## src/rtl/uplink_sequencer.sv

```systemverilog
// uplink_sequencer: queues 15-bit uplink words and serializes them MSB-first
// as UPL1 (one) / UPL0 (zero) pulses separated by idle gaps, honouring the
// AGC uplink block input between bits.
module uplink_sequencer #(
    parameter int PULSE_CYC  = 20,
    parameter int GAP_CYC    = 80,
    parameter int FIFO_DEPTH = 4
) (
    input  logic        SIM_CLK,
    input  logic        SIM_RST_n,
    input  logic        in_valid,
    output logic        in_ready,
    input  logic        raw_mode,
    input  logic [14:0] in_data,
    input  logic        BLKUPL_n,
    input  logic        abort,
    output logic        UPL0,
    output logic        UPL1,
    output logic        busy,
    output logic        word_done,
    output logic        overflow
);

    localparam int PTR_W   = (FIFO_DEPTH > 1) ? $clog2(FIFO_DEPTH) : 1;
    localparam int CNT_W   = $clog2(FIFO_DEPTH + 1);
    localparam int MAX_CYC = (PULSE_CYC > GAP_CYC) ? PULSE_CYC : GAP_CYC;
    localparam int CYC_W   = (MAX_CYC > 1) ? $clog2(MAX_CYC) : 1;

    localparam logic [PTR_W-1:0] PTR_LAST  = PTR_W'(FIFO_DEPTH - 1);
    localparam logic [CNT_W-1:0] CNT_FULL  = CNT_W'(FIFO_DEPTH);
    localparam logic [CYC_W-1:0] PULSE_END = CYC_W'(PULSE_CYC - 1);
    localparam logic [CYC_W-1:0] GAP_END   = CYC_W'(GAP_CYC - 1);

    typedef enum logic [1:0] {
        IDLE  = 2'd0,
        PULSE = 2'd1,
        GAP   = 2'd2
    } state_t;

    // Keycodes are sent three times, the middle copy inverted, so the AGC
    // can detect corruption; raw words go out untouched.
    function automatic logic [14:0] expand_word(input logic        raw,
                                                input logic [14:0] data);
        logic [4:0] key;
        key = data[4:0];
        if (raw) begin
            return data;
        end
        return {key, ~key, key};
    endfunction

    state_t             state_q, state_d;
    logic [CYC_W-1:0]   cyc_q, cyc_d;
    logic [3:0]         bit_cnt_q, bit_cnt_d;
    logic [14:0]        shift_q, shift_d;
    logic               upl0_q, upl0_d;
    logic               upl1_q, upl1_d;
    logic               word_done_q, word_done_d;
    logic               overflow_q, overflow_d;

    logic [PTR_W-1:0]   wr_ptr_q, wr_ptr_d;
    logic [PTR_W-1:0]   rd_ptr_q, rd_ptr_d;
    logic [CNT_W-1:0]   count_q, count_d;
    logic [14:0]        mem_q [FIFO_DEPTH];

    logic               full;
    logic               empty;
    logic               push;
    logic               pop;
    logic [14:0]        wr_word;
    logic [14:0]        head;

    assign full      = (count_q == CNT_FULL);
    assign empty     = (count_q == '0);
    assign in_ready  = ~full;
    assign head      = mem_q[rd_ptr_q];
    assign wr_word   = expand_word(raw_mode, in_data);

    // A refused push never sneaks in on a same-cycle pop, and abort discards
    // anything offered alongside it.
    assign push      = in_valid & ~full & ~abort;
    assign pop       = (state_q == IDLE) & ~empty & BLKUPL_n & ~abort;

    assign busy      = (state_q != IDLE);
    assign UPL0      = upl0_q;
    assign UPL1      = upl1_q;
    assign word_done = word_done_q;
    assign overflow  = overflow_q;

    // FIFO pointer/occupancy bookkeeping and the sticky overflow flag.
    always_comb begin
        wr_ptr_d   = wr_ptr_q;
        rd_ptr_d   = rd_ptr_q;
        count_d    = count_q;
        overflow_d = overflow_q;
        if (abort) begin
            wr_ptr_d   = '0;
            rd_ptr_d   = '0;
            count_d    = '0;
            overflow_d = 1'b0;
        end else begin
            if (in_valid && full) begin
                overflow_d = 1'b1;
            end
            if (push) begin
                wr_ptr_d = (wr_ptr_q == PTR_LAST) ? '0 : wr_ptr_q + PTR_W'(1);
            end
            if (pop) begin
                rd_ptr_d = (rd_ptr_q == PTR_LAST) ? '0 : rd_ptr_q + PTR_W'(1);
            end
            case ({push, pop})
                2'b10:   count_d = count_q + CNT_W'(1);
                2'b01:   count_d = count_q - CNT_W'(1);
                default: count_d = count_q;
            endcase
        end
    end

    // Serializer FSM: next state, bit bookkeeping and next pulse levels.
    always_comb begin
        state_d     = state_q;
        cyc_d       = cyc_q;
        bit_cnt_d   = bit_cnt_q;
        shift_d     = shift_q;
        upl0_d      = 1'b0;
        upl1_d      = 1'b0;
        word_done_d = 1'b0;
        if (abort) begin
            state_d = IDLE;
            cyc_d   = '0;
        end else begin
            case (state_q)
                IDLE: begin
                    if (pop) begin
                        shift_d   = head;
                        bit_cnt_d = 4'd14;
                        cyc_d     = '0;
                        state_d   = PULSE;
                        upl1_d    = head[14];
                        upl0_d    = ~head[14];
                    end
                end
                PULSE: begin
                    // The line level is held for the whole pulse; the block
                    // input is deliberately ignored here.
                    if (cyc_q == PULSE_END) begin
                        cyc_d   = '0;
                        state_d = GAP;
                    end else begin
                        cyc_d  = cyc_q + CYC_W'(1);
                        upl1_d = shift_q[14];
                        upl0_d = ~shift_q[14];
                    end
                end
                GAP: begin
                    // The counter parks on its last value while blocked, so
                    // the next bit starts the cycle after the block lifts.
                    if (cyc_q != GAP_END) begin
                        cyc_d = cyc_q + CYC_W'(1);
                    end else if (bit_cnt_q == 4'd0) begin
                        cyc_d       = '0;
                        word_done_d = 1'b1;
                        state_d     = IDLE;
                    end else if (BLKUPL_n) begin
                        shift_d   = {shift_q[13:0], 1'b0};
                        bit_cnt_d = bit_cnt_q - 4'd1;
                        cyc_d     = '0;
                        state_d   = PULSE;
                        upl1_d    = shift_q[13];
                        upl0_d    = ~shift_q[13];
                    end
                end
                default: begin
                    state_d = IDLE;
                    cyc_d   = '0;
                end
            endcase
        end
    end

    // Control and output registers; reset drops the lines asynchronously
    // and forgets any queued or partially sent word.
    always_ff @(posedge SIM_CLK or negedge SIM_RST_n) begin
        if (!SIM_RST_n) begin
            state_q     <= IDLE;
            cyc_q       <= '0;
            bit_cnt_q   <= 4'd0;
            upl0_q      <= 1'b0;
            upl1_q      <= 1'b0;
            word_done_q <= 1'b0;
            overflow_q  <= 1'b0;
            wr_ptr_q    <= '0;
            rd_ptr_q    <= '0;
            count_q     <= '0;
        end else begin
            state_q     <= state_d;
            cyc_q       <= cyc_d;
            bit_cnt_q   <= bit_cnt_d;
            upl0_q      <= upl0_d;
            upl1_q      <= upl1_d;
            word_done_q <= word_done_d;
            overflow_q  <= overflow_d;
            wr_ptr_q    <= wr_ptr_d;
            rd_ptr_q    <= rd_ptr_d;
            count_q     <= count_d;
        end
    end

    // Word storage and shift register carry data only; their contents are
    // meaningless until the control state says otherwise.
    always_ff @(posedge SIM_CLK) begin
        shift_q <= shift_d;
        if (push) begin
            mem_q[wr_ptr_q] <= wr_word;
        end
    end

endmodule

```

## config.mk

```make
export PLATFORM = sky130hd
export DESIGN_NAME = uplink_sequencer
export DESIGN_NICKNAME = d
export VERILOG_FILES = /design/src/rtl/uplink_sequencer.sv
export SDC_FILE = /design/constraint.sdc
export NUM_CORES = 1
export LEC_CHECK = 0
export BUFFER_PORTS_ARGS = -buffer_cell sky130_fd_sc_hd__buf_2
export CAP_MARGIN = 0
export CORE_MARGIN = 2
export CORE_UTILIZATION = 54
export CTS_CLUSTER_DIAMETER = 100
export DETAILED_ROUTE_END_ITERATION = 8
export GPL_TIMING_DRIVEN = 0
export HOLD_SLACK_MARGIN = 0.03
export PLACE_DENSITY = 0.75
export SYNTH_ARGS = -nofsm -noshare
export SYNTH_HDL_FRONTEND = slang
export SYNTH_SLANG_ARGS = --single-unit
```

## constraint.sdc

```tcl
create_clock -name SIM_CLK -period 2.5 [get_ports SIM_CLK]
set_clock_uncertainty 0.1 [all_clocks]
set_input_delay 0.75 -clock SIM_CLK [delete_from_list [all_inputs] [get_ports SIM_CLK]]
set_output_delay 0.75 -clock SIM_CLK [all_outputs]
set_load 0.02 [all_outputs]
```

==> impl_metrics.json <==
{
  "clkSlewWorstSetupHoldPaths_ps": 100,
  "grt_usage": 0.1961,
  "die_height_um": 94.66,
  "critical_path_class": "flop to output port",
  "r2r-end": "shift_q[5]",
  "placementRows": 33,
  "reg2reg_from": "cyc_q[4]",
  "grt-ovfl-total": 0,
  "maxCapViolations": 0,
  "syn-cell-area_um2": 4438,
  "grt_max_degree": 25,
  "whs_ps": 262.4,
  "hold_viol_final": 0,
  "drtIter0Drc": 110,
  "p_total_w": 0.004283,
  "finalCritPeriodShare": 0.9575,
  "drive_gt1_frac": 0.2887,
  "tightestPinTransition_ps": 663.8,
  "cp-end-kind": "output port",
  "cts_buffer_depth": 2,
  "vias": 2528,
  "die_x_um": 94.66,
  "slew_headroom": 0.5575,
  "die_area_um2": 8960,
  "synth_nets": 326,
  "min_period_ps": 2394,
  "start_util": 0.5484,
  "final_util": 0.6101,
  "synthFlopType": "edfxtp_1",
  "dp_hpwl_mm": 5.180,
  "cts_max_level": 3,
  "cts_tree": "yes",
  "gp_congestion": 0.7786,
  "critPathRequiredTime_ps": 1650,
  "ys_seq_area_frac": 0.6428,
  "rsz0062_at_grt": "false",
  "hp-class": "input port to asynchronous set/reset pin",
  "synth-edff-count": 75,
  "vias_per_cell": 5.732,
  "diodes": 0,
  "numCtsBuffers": 9,
  "syn_avg_cell_area_um2": 15.20,
  "port_buffers": 25,
  "netlist_instances": 292,
  "reg2reg_slack_ps": 110,
  "grt_pass1_wl_mm": 12.95,
  "clockRootBuffer": "clkbuf_8",
  "clock-sinks": 99,
  "finalSetupViolCount": 0,
  "core_um2": 8093,
  "crit_path_end": "in_ready",
  "wl_mm": 8.021,
  "grt_pass1_vias": 2577,
  "areaGrowthSynthToFinish_pct": 11.25,
  "ir_drop_mv": 0.3787,
  "wl_per_cell_um": 18.19,
  "fmax_mhz": 417.8,
  "final_antenna_net_count": 0,
  "first_pass_iters": 4,
  "startpoint_type": "flop",
  "crit_fanout": 6,
  "synth-async-reset-ratio": 0.2424,
  "reg2reg_depth": 4,
  "outcome": "finished clean",
  "maxSlewViolCount": 0,
  "cellPowerDensity_nw_per_um2": 867.6,
  "yosysUniqueCellTypes": 52,
  "ys_seq_elements": 99,
  "drc": 0,
  "layout.nets": 366,
  "cp-startpoint": "count_q[0]",
  "leakagePower_nw": 1.808,
  "clk_latency_ps": 360,
  "cp.arrival_ps": 1540,
  "yosys_warnings": 0,
  "antenna_found_initial": 0,
  "cts_hold_buf": 0,
  "ios": 27
}
==> placed cells by master, fill, tap and decap left out, types with 2 or more instances in the layout <==
cell type,instances
mux2_2,19
or3b_1,2
dfrtp_1,22
or3_1,3
a21oi_1,5
clkinv_4,2
mux2i_1,2
clkbuf_8,9
a21boi_1,2
o21ai_0,11
nor2_1,20
nand2b_1,6
ha_1,12
nand2_1,14
inv_1,8
buf_2,27
nand3_1,2
nor2b_1,4
or4_1,2
dfrtp_2,2
xnor2_1,5
mux4_2,15
a22o_1,5
a31oi_1,2
and2_2,4
or2_2,2
clkbuf_1,10
a21o_1,4
nor3_1,5
edfxtp_1,75
buf_4,4
inv_8,2
or2_4,2
==> per-layer routing <==
metal	wire length, µm	vias to the layer above	track usage
li1	-	1196	-
met1	3625	1274	0.2547
met2	3993	52	0.3268
met3	317	6	0.04948
met4	85	0	0.06159
met5	0	-	0
==> cell usage after synthesis, types with 2 or more instances <==
| cell | n | area, µm² |
|---|---|---|
| or3_1 | 3 | 18.77 |
| and2_1 | 4 | 25.02 |
| nand3_1 | 3 | 15.01 |
| a21boi_1 | 2 | 15.01 |
| dfrtp_1 | 24 | 600.6 |
| buf_2 | 2 | 10.01 |
| nand2_1 | 14 | 52.55 |
| clkbuf_1 | 11 | 41.29 |
| inv_1 | 8 | 30.03 |
| a31oi_1 | 2 | 12.51 |
| mux2_2 | 19 | 214.0 |
| mux4_2 | 15 | 337.8 |
| nor3_1 | 5 | 25.02 |
| mux2i_1 | 2 | 20.02 |
| edfxtp_1 | 75 | 2252 |
| xnor2_1 | 5 | 43.79 |
| a22o_1 | 5 | 43.79 |
| or4_1 | 2 | 15.01 |
| ha_1 | 12 | 150.1 |
| nand2b_1 | 6 | 37.54 |
| nor2b_1 | 4 | 25.02 |
| nor2_1 | 20 | 75.07 |
| or2_2 | 2 | 12.51 |
| a21o_1 | 4 | 30.03 |
| o21ai_0 | 11 | 55.05 |
| a21oi_1 | 5 | 25.02 |
| or3b_1 | 2 | 17.52 |
==> worst min-delay path by stage <==
stage	start	endpoint	slack, ps	cells past startpoint
after CTS	SIM_RST_n	count_q[0]	270	1
after floorplan	SIM_RST_n	UPL0	350	0
after detailed placement	overflow	overflow	390	2
after global routing	SIM_RST_n	wr_ptr_q[0]	290	1
final	SIM_RST_n	wr_ptr_q[1]	260	1
after global placement	overflow	overflow	380	2
==> through the flow <==
| stage | area (µm²) | std cells | setup slack [ps] | TNS (ps) |
|---|---|---|---|---|
| CTS | 4883 | 437 | 1.618 | 0 |
| finish | 4937 | 441 | 106.4 | 0 |
| global route | 4937 | 441 | 11.93 | 0 |
| detailed placement | 4695 | 422 | -383.4 | -11070 |
| global placement | 4695 | 422 | -370.9 | -9050 |
| floorplan | 4438 | 292 | 49.16 | 0 |
==> sequential cells by signal, indices dropped and copies added, names as in the netlist <==
name / flops
UPL1: 1
count_q: 3
mem_q: 60
rd_ptr_q: 2
overflow: 1
wr_ptr_q: 2
word_done: 1
bit_cnt_q: 4
UPL0: 1
cyc_q: 7
shift_q: 15
state_q: 2
==> report_power, final <==
part	internal (W)	total [W]	switching, W
combinational	0.000580	0.00124	0.000662
clock	0.000371	0.000939	0.000568
sequential	0.00199	0.00210	0.000109
==> repair_timing <==
item | CTS | global route
resized for setup | 4 | 8
buffers inserted | 0 | 4
gates cloned | 0 | 1
setup endpoints to repair | 15 | 67
pin swaps | 0 | 2
==> worst max-delay path, cell delays in order, from the launching register on <==
cell and delay [ps]:
dfrtp_2 480, or3b_1 360, clkbuf_1 160, buf_2 180
==> cell type report <==
cell class | instances | area [µm²]
Inverter | 8 | 30.03
Tap cell | 105 | 131.4
Timing Repair Buffer | 29 | 155.1
Clock inverter | 6 | 51.30
Buffer | 12 | 47.55
Sequential cell | 99 | 2855
Clock buffer | 9 | 123.9
Multi-Input combinational cell | 173 | 1543
Fill cell | 648 | 3156
==> logic make-up after synthesis <==
logic type	count (synthesis)	synth area share
simple gates	74	0.09135
fa+ha+maj	13	0.03834
mux	36	0.1288
buf+inv	21	0.01833
compound gates	43	0.06851
xor+xnor	6	0.01184
flops	99	0.6428
Power figures use the tool's default switching activity.
